<file path="src/rtl/apb_ram_arbiter.sv">
// apb_ram_arbiter: two-client round-robin APB master in front of one APB slave.
// Each client request becomes a SETUP/ACCESS sequence. The granted client gets
// back a one-cycle done pulse with its read data.
// Optional watchdog: define APB_ARB_TIMEOUT_EN to abort ACCESS phases that last
// TIMEOUT cycles without PREADY. An aborted access reports err=1, and a read
// that was aborted returns rdata=0.
module apb_ram_arbiter #(
  parameter int ADDR_W  = 32,
  parameter int DATA_W  = 32,
  parameter int TIMEOUT = 16
) (
  input  logic              PCLK,
  input  logic              PRESET,
  input  logic              req0_valid,
  input  logic              req0_write,
  input  logic [ADDR_W-1:0] req0_addr,
  input  logic [DATA_W-1:0] req0_wdata,
  output logic              req0_done,
  output logic [DATA_W-1:0] req0_rdata,
  output logic              req0_err,
  input  logic              req1_valid,
  input  logic              req1_write,
  input  logic [ADDR_W-1:0] req1_addr,
  input  logic [DATA_W-1:0] req1_wdata,
  output logic              req1_done,
  output logic [DATA_W-1:0] req1_rdata,
  output logic              req1_err,
  output logic              PSEL,
  output logic              PENABLE,
  output logic              PWRITE,
  output logic [ADDR_W-1:0] PADDR,
  output logic [DATA_W-1:0] PWDATA,
  input  logic [DATA_W-1:0] PRDATA,
  input  logic              PREADY
);

  typedef enum logic [1:0] {IDLE, SETUP, ACCESS, RESP} state_e;

  state_e              state_q, state_d;
  logic                grant_q, grant_d;          // client owning the current access
  logic                last_grant_q, last_grant_d;
  logic                psel_q, psel_d;
  logic                penable_q, penable_d;
  logic                pwrite_q, pwrite_d;
  logic [ADDR_W-1:0]   paddr_q, paddr_d;          // doubles as the latched request
  logic [DATA_W-1:0]   pwdata_q, pwdata_d;
  logic                done0_q, done0_d, done1_q, done1_d;
  logic                err0_q, err0_d, err1_q, err1_d;
  logic [DATA_W-1:0]   rdata0_q, rdata0_d, rdata1_q, rdata1_d;
  logic                pick;                      // winner if a grant happens now
  logic                timeout_hit;               // ACCESS limit reached with no PREADY

  // Round-robin pick: a lone request wins; under contention the port not served last wins.
  assign pick = req1_valid && (!req0_valid || !last_grant_q);

`ifdef APB_ARB_TIMEOUT_EN
  localparam int CNT_W = $clog2(TIMEOUT + 1);
  logic [CNT_W-1:0] cnt_q, cnt_d;

  // Count ACCESS cycles; the count is zero on the first ACCESS cycle.
  always_comb cnt_d = (state_q == ACCESS) ? cnt_q + 1'b1 : '0;

  // Watchdog counter register.
  always_ff @(posedge PCLK) begin
    if (PRESET) cnt_q <= '0;
    else        cnt_q <= cnt_d;
  end

  // The TIMEOUT-th ACCESS cycle without PREADY ends the access. PREADY in that same cycle still wins.
  assign timeout_hit = (state_q == ACCESS) && !PREADY && (cnt_q == CNT_W'(TIMEOUT - 1));
`else
  assign timeout_hit = 1'b0;
`endif

  // Next-state and registered-output logic for the APB sequence.
  always_comb begin
    // NOTE: every _d is given a default before the case, so no path can infer a latch.
    state_d      = state_q;
    grant_d      = grant_q;
    last_grant_d = last_grant_q;
    pwrite_d     = pwrite_q;
    paddr_d      = paddr_q;
    pwdata_d     = pwdata_q;
    psel_d       = 1'b0;
    penable_d    = 1'b0;
    done0_d      = 1'b0;
    done1_d      = 1'b0;
    err0_d       = 1'b0;
    err1_d       = 1'b0;
    rdata0_d     = rdata0_q;
    rdata1_d     = rdata1_q;
    case (state_q)
      IDLE: begin
        if (req0_valid || req1_valid) begin
          grant_d  = pick;
          pwrite_d = pick ? req1_write : req0_write;
          paddr_d  = pick ? req1_addr  : req0_addr;
          pwdata_d = pick ? req1_wdata : req0_wdata;
          psel_d   = 1'b1;
          state_d  = SETUP;
        end
      end
      SETUP: begin
        psel_d    = 1'b1;
        penable_d = 1'b1;
        state_d   = ACCESS;
      end
      ACCESS: begin
        psel_d    = 1'b1;
        penable_d = 1'b1;
        if (PREADY || timeout_hit) begin
          psel_d    = 1'b0;
          penable_d = 1'b0;
          state_d   = RESP;
          if (grant_q) begin
            done1_d = 1'b1;
            err1_d  = timeout_hit;
            if (!pwrite_q) rdata1_d = timeout_hit ? '0 : PRDATA;
          end else begin
            done0_d = 1'b1;
            err0_d  = timeout_hit;
            if (!pwrite_q) rdata0_d = timeout_hit ? '0 : PRDATA;
          end
        end
      end
      RESP: begin
        last_grant_d = grant_q;
        state_d      = IDLE;
      end
      default: state_d = IDLE;
    endcase
  end

  // State and output registers. Reset discards any access in flight.
  always_ff @(posedge PCLK) begin
    // NOTE: sequential state uses non-blocking assignments so every register samples pre-edge values.
    if (PRESET) begin
      state_q      <= IDLE;
      grant_q      <= 1'b0;
      last_grant_q <= 1'b1;
      psel_q       <= 1'b0;
      penable_q    <= 1'b0;
      pwrite_q     <= 1'b0;
      paddr_q      <= '0;
      pwdata_q     <= '0;
      done0_q      <= 1'b0;
      done1_q      <= 1'b0;
      err0_q       <= 1'b0;
      err1_q       <= 1'b0;
      rdata0_q     <= '0;
      rdata1_q     <= '0;
    end else begin
      state_q      <= state_d;
      grant_q      <= grant_d;
      last_grant_q <= last_grant_d;
      psel_q       <= psel_d;
      penable_q    <= penable_d;
      pwrite_q     <= pwrite_d;
      paddr_q      <= paddr_d;
      pwdata_q     <= pwdata_d;
      done0_q      <= done0_d;
      done1_q      <= done1_d;
      err0_q       <= err0_d;
      err1_q       <= err1_d;
      rdata0_q     <= rdata0_d;
      rdata1_q     <= rdata1_d;
    end
  end

  assign PSEL       = psel_q;
  assign PENABLE    = penable_q;
  assign PWRITE     = pwrite_q;
  assign PADDR      = paddr_q;
  assign PWDATA     = pwdata_q;
  assign req0_done  = done0_q;
  assign req1_done  = done1_q;
  assign req0_err   = err0_q;
  assign req1_err   = err1_q;
  assign req0_rdata = rdata0_q;
  assign req1_rdata = rdata1_q;

endmodule
</file>
<file path="config.mk">
export PLATFORM = sky130hd
export DESIGN_NAME = apb_ram_arbiter
export DESIGN_NICKNAME = d
export VERILOG_FILES = /design/src/rtl/apb_ram_arbiter.sv
export SDC_FILE = /design/constraint.sdc
export NUM_CORES = 1
export LEC_CHECK = 0
export ABC_AREA = 1
export CAP_MARGIN = 20
export CORE_MARGIN = 2
export CORE_UTILIZATION = 40
export CTS_CLUSTER_SIZE = 40
export DETAILED_ROUTE_END_ITERATION = 8
export PLACE_DENSITY_LB_ADDON = 0.1
export SLEW_MARGIN = 40
export SYNTH_ARGS = -nofsm -noshare
export SYNTH_HDL_FRONTEND = slang
export SYNTH_SLANG_ARGS = --single-unit
</file>
<file path="constraint.sdc">
create_clock -name PCLK -period 1.67 [get_ports PCLK]
set_clock_uncertainty 0.1 [all_clocks]
set_input_delay 0.167 -clock PCLK [delete_from_list [all_inputs] [get_ports PCLK]]
set_output_delay 0.167 -clock PCLK [all_outputs]
set_load 0.005 [all_outputs]
</file>
==> results of run 1 <==
-- registers in the layout, summed over array words and instances (netlist names) --
name and count:
req0_done 1, req1_rdata 32, PWRITE 1, req0_rdata 32, PSEL 1, PWDATA 32, req1_done 1, PENABLE 1
last_grant_q 1, PADDR 32, grant_q 1, state_q 2
-- logic make-up (layout without fill, tap and decap cells) --
logic type	Yosys count	in the layout	share of synthesized area (%)
buffers and inverters	133	439	10.60
other	1	2	0.06303
adder cells (fa/ha/maj)	6	6	1.262
flip-flops	137	137	46.10
AO/OA/AOI/OAI	137	137	11.52
AND/OR/NAND/NOR	478	478	30.45
-- synthesized netlist by cell type (all sizes together) --
cell / number / area, um^2
nand2: 142 / 533.0
dfxtp: 137 / 2743
nand3: 2 / 10.01
clkbuf: 22 / 82.58
nor2: 331 / 1252
a21oi: 6 / 30.03
o21ai: 131 / 655.6
inv: 77 / 289.0
conb: 1 / 3.750
buf: 34 / 259.0
nor3: 2 / 10.01
or2: 1 / 6.260
ha: 6 / 75.07
-- routing by layer --
layer | share of wire (%) | track usage, % | vias to the layer above
met1 | 42 | 25.93 | 2725
li1 | - | - | 3299
met4 | 1.4 | 7.434 | 0
met2 | 48 | 37.29 | 225
met5 | 0 | 0 | -
met3 | 9.2 | 8.963 | 18
-- layout make-up --
class                           instances  area [um^2]
Fill cell                            1279         4633
Sequential cell                       137         2744
Tap cell                              184        230.2
Clock buffer                           21        480.5
Multi-Input combinational cell        623         2592
Inverter                               77        289.0
Clock inverter                         10        118.9
Timing Repair Buffer                  331         3446
-- critical path: cells and delay by family, from the launching register on --
kind / cells / cell delay, ns
buffers and inverters: 4 / 0.57
AND/OR/NAND/NOR: 4 / 0.33
adder cells (fa/ha/maj): 1 / 0.19
flip-flops: 1 / 0.31
-- where the power goes --
group / internal (uW) / switching [uW]
Sequential: 4060 / 394
Clock: 2350 / 1420
Combinational: 2840 / 2320
Total: 9250 / 4140
-- worst max path at each step --
stage / start / endpoint / slack, ns / cells after the start
finish: state_q[0] / PWDATA[7] / 0.06 / 9
global route: state_q[0] / PADDR[8] / -0.02 / 9
CTS: state_q[0] / PWDATA[8] / 0.02 / 8
detailed placement: req1_valid / PADDR[0] / 0.0004 / 7
global placement: req1_valid / PWDATA[24] / 0.04 / 7
floorplan: state_q[0] / req0_rdata[23] / 0.16 / 8
-- per-stage QoR --
step / area, um^2 / setup slack [ns] / power [uW]
after detailed placement: 9178 / 0.0004040 / 9250
after global placement: 9178 / 0.04266 / 9203
after global routing: 9901 / -0.01631 / 14230
final: 9901 / 0.05681 / 13380
after CTS: 9778 / 0.02202 / 13050
after floorplan: 5953 / 0.1582 / 6721
-- repair_timing --
action | CTS | global route
setup endpoints to repair | 2 | 103
cloned | 0 | 3
buffers inserted | 0 | 1
pin swaps | 1 | 1
hold buffers | 0 | 0
gates resized for setup | 1 | 19
==> flow_summary.yaml, run 1 <==
status:
  outcome: "completed"
worst_hold_path:
  hold_class: "input port to flip-flop"
  holdPathStages: 3
  hold_end: "req0_done"
  hold_start: "PREADY"
layout:
  utilization_pct: 68.12
  fin_nets: 1360
  drive_above_1_share_pct: 6.088
  areaGrowthSynthToFinish_pct: 66.41
  final_common_cell: "nor2_1"
  final_cell_mix: "nor2_1 (329), clkdlybuf4s50_1 (299), nand2_1 (139)"
  stdcell_count: 1383
  num_antenna_cells: 0
global_routing:
  grt_pass1_vias: 5706
  grt_pass1_wl_um: 28280
  overflow: 0
  antenna_found_initial: 0
  grt.total_usage_pct: 22.25
  grt_max_degree: 74
yosys:
  synth-seq-area-share_pct: 46.10
  ys.warnings.count: 0
  synthesis.area_um2: 5949
  syn_inst: 892
  synthDistinctLibCells: 19
  synth.avg_cell_area_um2: 6.670
  synth-seq-cells: 137
timing:
  rsz0062_at_grt: "yes"
  layout_worst_path_cycle_share_pct: 96.60
  period_needed_ns: 1.613
  fmax_mhz: 619.9
  hold_ws_ns: 0.2597
  setup_viol: 0
  hold_violations: 0
  slew_violations: 0
  tns_ns: 0
worst_setup_path:
  cp_data_arrival_time_ns: 1.82
  worstPathMaxFanout: 29
  worstReg2RegEnd: "PWDATA[7]"
  start_kind: "flip-flop"
  required_ns: 1.88
  worstSetupPathType: "flip-flop to flip-flop"
  r2r_setup_slack_ns: 0.06
  path_cells: "inv_1 -> ha_1 -> inv_1 -> nor2_4 -> buf_12 -> clkbuf_16 -> nand2_1 -> nor2_1 -> nor2_1"
  cp_slowest_stage_delay_ns: 0.31
  r2r-start: "state_q[0]"
  cp-end-kind: "flip-flop"
  critPathSlowestCell: "dfxtp_1"
  rr_worst_depth: 9
clocking:
  cts_max_level: 4
  cts_sinks: 137
  clock_latency_ns: 0.41
  cts_tree: "done"
  cts_buffer_depth: 2
  cts_made_buffers: 17
  cts_root_buf: "clkbuf_16"
  path_clk_slew_ns: 0.06
floorplanning:
  dieWidth_um: 126.0
  die_h_um: 126.0
  core_area_um2: 14530
  initial_core_util_pct: 40.93
  rows: 44
  fp.dieArea_um2: 15860
  ioPinCount: 302
place:
  dp.cells: 1348
  gp_congestion: 0.8022
  port_buffers: 299
  hpwl_um: 12870
drt:
  num_vias: 6267
  wirelength_um: 18430
  ant_nets: 0
  post_drt_wl_per_cell_um: 13.32
  viasPerCell: 4.531
  drt_iter0_drc: 319
  drc_errors: 0
  first_pass_iters: 4
job:
  maxCapViolCount: 0
power:
  p_leak_uw: 0.004376
  p_per_area_nw_per_um2: 1352
  ir_worst_vdd_mv: 0.9025
Note: power is estimated with default switching activity, not from simulation.
==> run 2, diff against run 1 <==
--- a/config.mk
+++ b/config.mk
@@ -8,7 +8,7 @@
 export ABC_AREA = 1
 export CAP_MARGIN = 20
 export CORE_MARGIN = 2
-export CORE_UTILIZATION = 40
+export CORE_UTILIZATION = 43
 export CTS_CLUSTER_SIZE = 40
 export DETAILED_ROUTE_END_ITERATION = 8
 export PLACE_DENSITY_LB_ADDON = 0.1
==> constraint.sdc (replaced) <==
create_clock -name PCLK -period 1.9 [get_ports PCLK]
set_clock_uncertainty 0.1 [all_clocks]
set_input_delay 0.19 -clock PCLK [delete_from_list [all_inputs] [get_ports PCLK]]
set_output_delay 0.19 -clock PCLK [all_outputs]
set_load 0.005 [all_outputs]
==> run 2 against run 1 <==
Combinational power down 22%; critical endpoint is now req1_rdata[12]; setup slack gained 0.11 ns; sequential power shrank 12%; first-iteration DRC count down 6.9%; highest routed layer unchanged; sequential share of layout area is 0.42 points higher; critical path depth shrank 1; via count down 0.59%; global-route usage grew 2.0 points; fmax down 6.7%; cell count is 1.5% lower; clock-buffer cell count rose by 2.
==> flow_summary.yaml, run 2 (synthesis results as in run 1) <==
status:
  outcome: "completed"
layout:
  final_cell_mix: "nor2_1 (329), clkdlybuf4s50_1 (299), nand2_1 (141)"
  final_common_cell: "nor2_1"
  areaGrowthSynthToFinish_pct: 63.83
  num_antenna_cells: 0
  fin_nets: 1346
  utilization_pct: 72.74
  drive_above_1_share_pct: 4.722
  fill_cells: 1112
timing:
  period_needed_ns: 1.729
  tns_ns: 0
  hold_violations: 0
  rsz0062_at_grt: "no"
  fmax_mhz: 578.4
  setup_viol: 0
  layout_worst_path_cycle_share_pct: 91.00
  slew_violations: 0
clocking:
  path_clk_slew_ns: 0.05
  cts_buffer_depth: 2
  post-cts-setup-buffer-count: 0
  holdBufCountCts: 0
  cts_sinks: 137
  cts_made_buffers: 17
  clock_latency_ns: 0.41
  cts_tree: "done"
  cts_max_level: 4
  cts_root_buf: "clkbuf_16"
worst_setup_path:
  required_ns: 2.14
  worstSetupPathType: "flip-flop to flip-flop"
  start_kind: "flip-flop"
  r2r-start: "state_q[0]"
  rr_worst_depth: 8
  cp_data_arrival_time_ns: 1.97
  r2r_setup_slack_ns: 0.17
  worstPathMaxFanout: 21
  cp-end-kind: "flip-flop"
  worstReg2RegEnd: "req1_rdata[12]"
drt:
  post_drt_wl_per_cell_um: 12.92
  drc_errors: 0
  drt_iter0_drc: 297
  wirelength_um: 17590
  first_pass_iters: 4
  num_vias: 6230
  viasPerCell: 4.574
  ant_nets: 0
global_routing:
  grt_pass1_wl_um: 28130
  overflow: 0
  grt_pass1_vias: 5842
  grt_max_degree: 84
  antenna_found_initial: 0
  grt.total_usage_pct: 24.25
power:
  p_leak_uw: 0.004299
  p_per_area_nw_per_um2: 1187
  fin_total_pwr_uw: 11570
  ir_worst_vdd_mv: 0.6595
floorplanning:
  fp.dieArea_um2: 14790
  ioPinCount: 302
  rows: 42
  dieWidth_um: 121.6
  initial_core_util_pct: 44.40
  core_area_um2: 13400
  die_h_um: 121.6
worst_hold_path:
  holdPathStages: 3
  hold_start: "PREADY"
  hold_class: "input port to flip-flop"
  hold_end: "req0_done"
place:
  hpwl_um: 12550
  port_buffers: 299
  gp_congestion: 0.8465
job:
  maxCapViolCount: 0
-- run 2: changes by cell type in the layout (fill, tap and decap cells not counted), sizes merged --
cell	delta
buf	-11
bufinv	+2
clkinv	-2
clkbuf	-1
clkinvlp	-1
-- run 2: routing by layer --
layer / up-vias / share of wire [%] / track usage [%]
li1: 3275 / - / -
met1: 2696 / 39 / 25.91
met2: 229 / 50 / 43.22
met3: 30 / 9.1 / 9.270
met4: 0 / 2.5 / 9.339
met5: - / 0 / 0
-- run 2: final cells by class --
cell class                      instances  area, um^2  area share (%)
Clock buffer                           23       498.0           5.109
Clock inverter                          9       161.4           1.656
Inverter                               77       289.0           2.965
Multi-Input combinational cell        623        2587           26.55
Sequential cell                       137        2743           28.14
Tap cell                              176       220.2           2.259
Timing Repair Buffer                  317        3248           33.32
-- run 2: worst max-delay path by stage --
| stage | from | to | slack (ns) | cells past startpoint |
|---|---|---|---|---|
| after global routing | state_q[1] | PWDATA[0] | 0.009 | 8 |
| after global placement | req1_valid | PADDR[13] | 0.13 | 7 |
| final | state_q[0] | req1_rdata[12] | 0.17 | 8 |
| after CTS | state_q[0] | PADDR[13] | 0.13 | 8 |
| after floorplan | state_q[0] | req0_rdata[23] | 0.39 | 8 |
| after detailed placement | req1_valid | PADDR[13] | 0.06 | 7 |
-- run 2: timing repair --
| item | CTS | global route |
|---|---|---|
| resized for setup | 0 | 2 |
| endpoints found under the setup margin | 0 | 15 |
| hold endpoints to repair | 0 | 0 |
-- run 2: stage by stage --
step	instance area, um^2	cells	setup WS, ns	hold slack, ns
floorplan	5953	893	0.3882	0.1591
global placement	9080	1330	0.1304	0.3606
detailed placement	9080	1330	0.06071	0.3695
CTS	9739	1362	0.1276	0.2851
global route	9747	1362	0.009308	0.3206
finish	9747	1362	0.1711	0.3106
-- run 2: power by group --
group	total, uW	internal (uW)	switching (uW)	leakage [uW]
sequential	3930	3570	364	0.00112
clock	3600	2380	1220	0.000316
combinational	4040	2170	1870	0.00286
-- run 2: critical path, stage by stage, from the launching register on --
cell	delay (ns)
dfxtp_1	0.40
inv_1	0.11
ha_1	0.28
nand2_1	0.09
inv_1	0.04
nand2_1	0.10
buf_4	0.25
o21ai_0	0.14
nor2_1	0.14
==> run 3, diff against run 2 <==
--- a/config.mk
+++ b/config.mk
@@ -11,7 +11,8 @@
 export CORE_UTILIZATION = 43
 export CTS_CLUSTER_SIZE = 40
 export DETAILED_ROUTE_END_ITERATION = 8
-export PLACE_DENSITY_LB_ADDON = 0.1
+export HOLD_SLACK_MARGIN = 0.03
+export PLACE_DENSITY_LB_ADDON = 0.3
 export SLEW_MARGIN = 40
 export SYNTH_ARGS = -nofsm -noshare
 export SYNTH_HDL_FRONTEND = slang
==> run 3 against run 2 <==
Core utilization fell by 0.41 points; largest power group unchanged; die area stayed put; sequential share of layout area increased by 0.16 points; clock power fell by 7.8%; global-route usage rose by 0.14 points; combinational power about the same; flip-flop and latch count unchanged; final area shrank 0.56%; first-iteration DRC count grew 2.7%; cell count barely moved.
==> flow_summary.yaml, run 3 (synthesis results as in run 1) <==
layout:
  fin_nets: 1348
  drive_above_1_share_pct: 4.806
  final_common_cell: "nor2_1"
  final_cell_mix: "nor2_1 (329), clkdlybuf4s50_1 (299), nand2_1 (140)"
  areaGrowthSynthToFinish_pct: 62.90
  fill_cells: 1095
  design_area_um2: 9692
global_routing:
  antenna_found_initial: 1
  overflow: 0
  grt_pass1_vias: 5918
  grt_pass1_wl_um: 28450
  grt_max_degree: 61
  grt.total_usage_pct: 24.39
worst_setup_path:
  crit_family: "buffers and inverters"
  path_buf_inv: 3
  cp_slowest_stage_delay_ns: 0.35
  r2r_setup_slack_ns: 0.20
  worstSetupPathType: "flip-flop to flip-flop"
  path_cells: "inv_1 -> ha_1 -> inv_1 -> nor2_4 -> buf_12 -> nand2_1 -> nor2_1 -> nor2_1"
  start_kind: "flip-flop"
  worstPathMaxFanout: 60
  critPathSlowestCell: "dfxtp_1"
  required_ns: 2.10
  cp-end-kind: "flip-flop"
  cp_data_arrival_time_ns: 1.91
worst_hold_path:
  hold_class: "input port to flip-flop"
drt:
  viasPerCell: 4.604
  first_pass_iters: 4
  drt_iter0_drc: 305
  num_vias: 6275
  drc_errors: 0
  ant_nets: 0
  wirelength_um: 17890
  post_drt_wl_per_cell_um: 13.13
clocking:
  clock_latency_ns: 0.41
  path_clk_slew_ns: 0.06
  cts_root_buf: "clkbuf_16"
  cts_max_level: 4
  cts_tree: "done"
  post-cts-setup-buffer-count: 0
  cts_made_buffers: 17
  cts_sinks: 137
  cts_buffer_depth: 2
place:
  gp_congestion: 0.7995
  dp_slack_ns: 0.1228
  port_buffers: 299
  dpl_cell_area_um2: 9095
  hpwl_um: 12890
status:
  outcome: "completed"
power:
  p_leak_uw: 0.004271
  ir_worst_vdd_mv: 0.6154
  p_per_area_nw_per_um2: 1167
floorplanning:
  core_area_um2: 13400
  initial_core_util_pct: 44.40
  die_h_um: 121.6
  dieWidth_um: 121.6
  rows: 42
  fp.dieArea_um2: 14790
  ioPinCount: 302
timing:
  slew_violations: 0
  hold_violations: 0
  rsz0062_at_grt: "no"
  tns_ns: 0
  period_needed_ns: 1.705
  setup_viol: 0
  fmax_mhz: 586.5
  layout_worst_path_cycle_share_pct: 89.73
  fin_ws_ns: 0.1951
job:
  maxCapViolCount: 0
run 3: area by class of cell:
| cell class | count | area, um^2 | share of cell area [%] |
|---|---|---|---|
| timing repair buffer | 319 | 3256 | 33.59 |
| sequential | 137 | 2743 | 28.30 |
| multi-input combinational | 623 | 2590 | 26.72 |
| clock buffer | 19 | 442.9 | 4.570 |
| inverter | 77 | 289.0 | 2.982 |
| tap | 176 | 220.2 | 2.272 |
| clock inverter | 11 | 148.9 | 1.536 |
| antenna | 1 | 2.502 | 0.02582 |
run 3: layer usage:
metal | global-route usage, % | wire (um)
met1 | 26.82 | 6995
met2 | 41.78 | 8690
met3 | 8.801 | 1698
met4 | 11.78 | 507
met5 | 0 | 0
run 3: metrics by stage:
step                      hold WS (ns)  cells  total power, uW  util, %
final                           0.2922   1363            11310    72.32
after global routing            0.3036   1363            12040    72.32
after CTS                       0.2688   1362            11420    72.29
after detailed placement        0.3699   1332             8052    67.87
after global placement          0.3604   1332             7983    67.87
after floorplan                 0.1591    893             5907        -
run 3: final timing paths:
path	to	start	depth (start not counted)
setup / recovery	PADDR[25]	state_q[0]	8
hold reg to reg	last_grant_q	last_grant_q	2
setup reg to reg	PADDR[25]	state_q[0]	8
hold / removal	req0_done	PREADY	3
run 3: tightest hold or removal path: stages:
cell	delay (ns)
clkdlybuf4s50_1	0.42
nand2_1	0.10
nor3_1	0.04
run 3: repair_timing:
action	CTS	global route
resized for setup	0	1
setup endpoints to repair	0	25
hold buffers	0	0
run 3: where the power goes:
group / switching (uW) / total, uW / internal [uW]
combinational: 1880 / 4060 / 2180
sequential: 365 / 3940 / 3570
clock: 1230 / 3320 / 2090
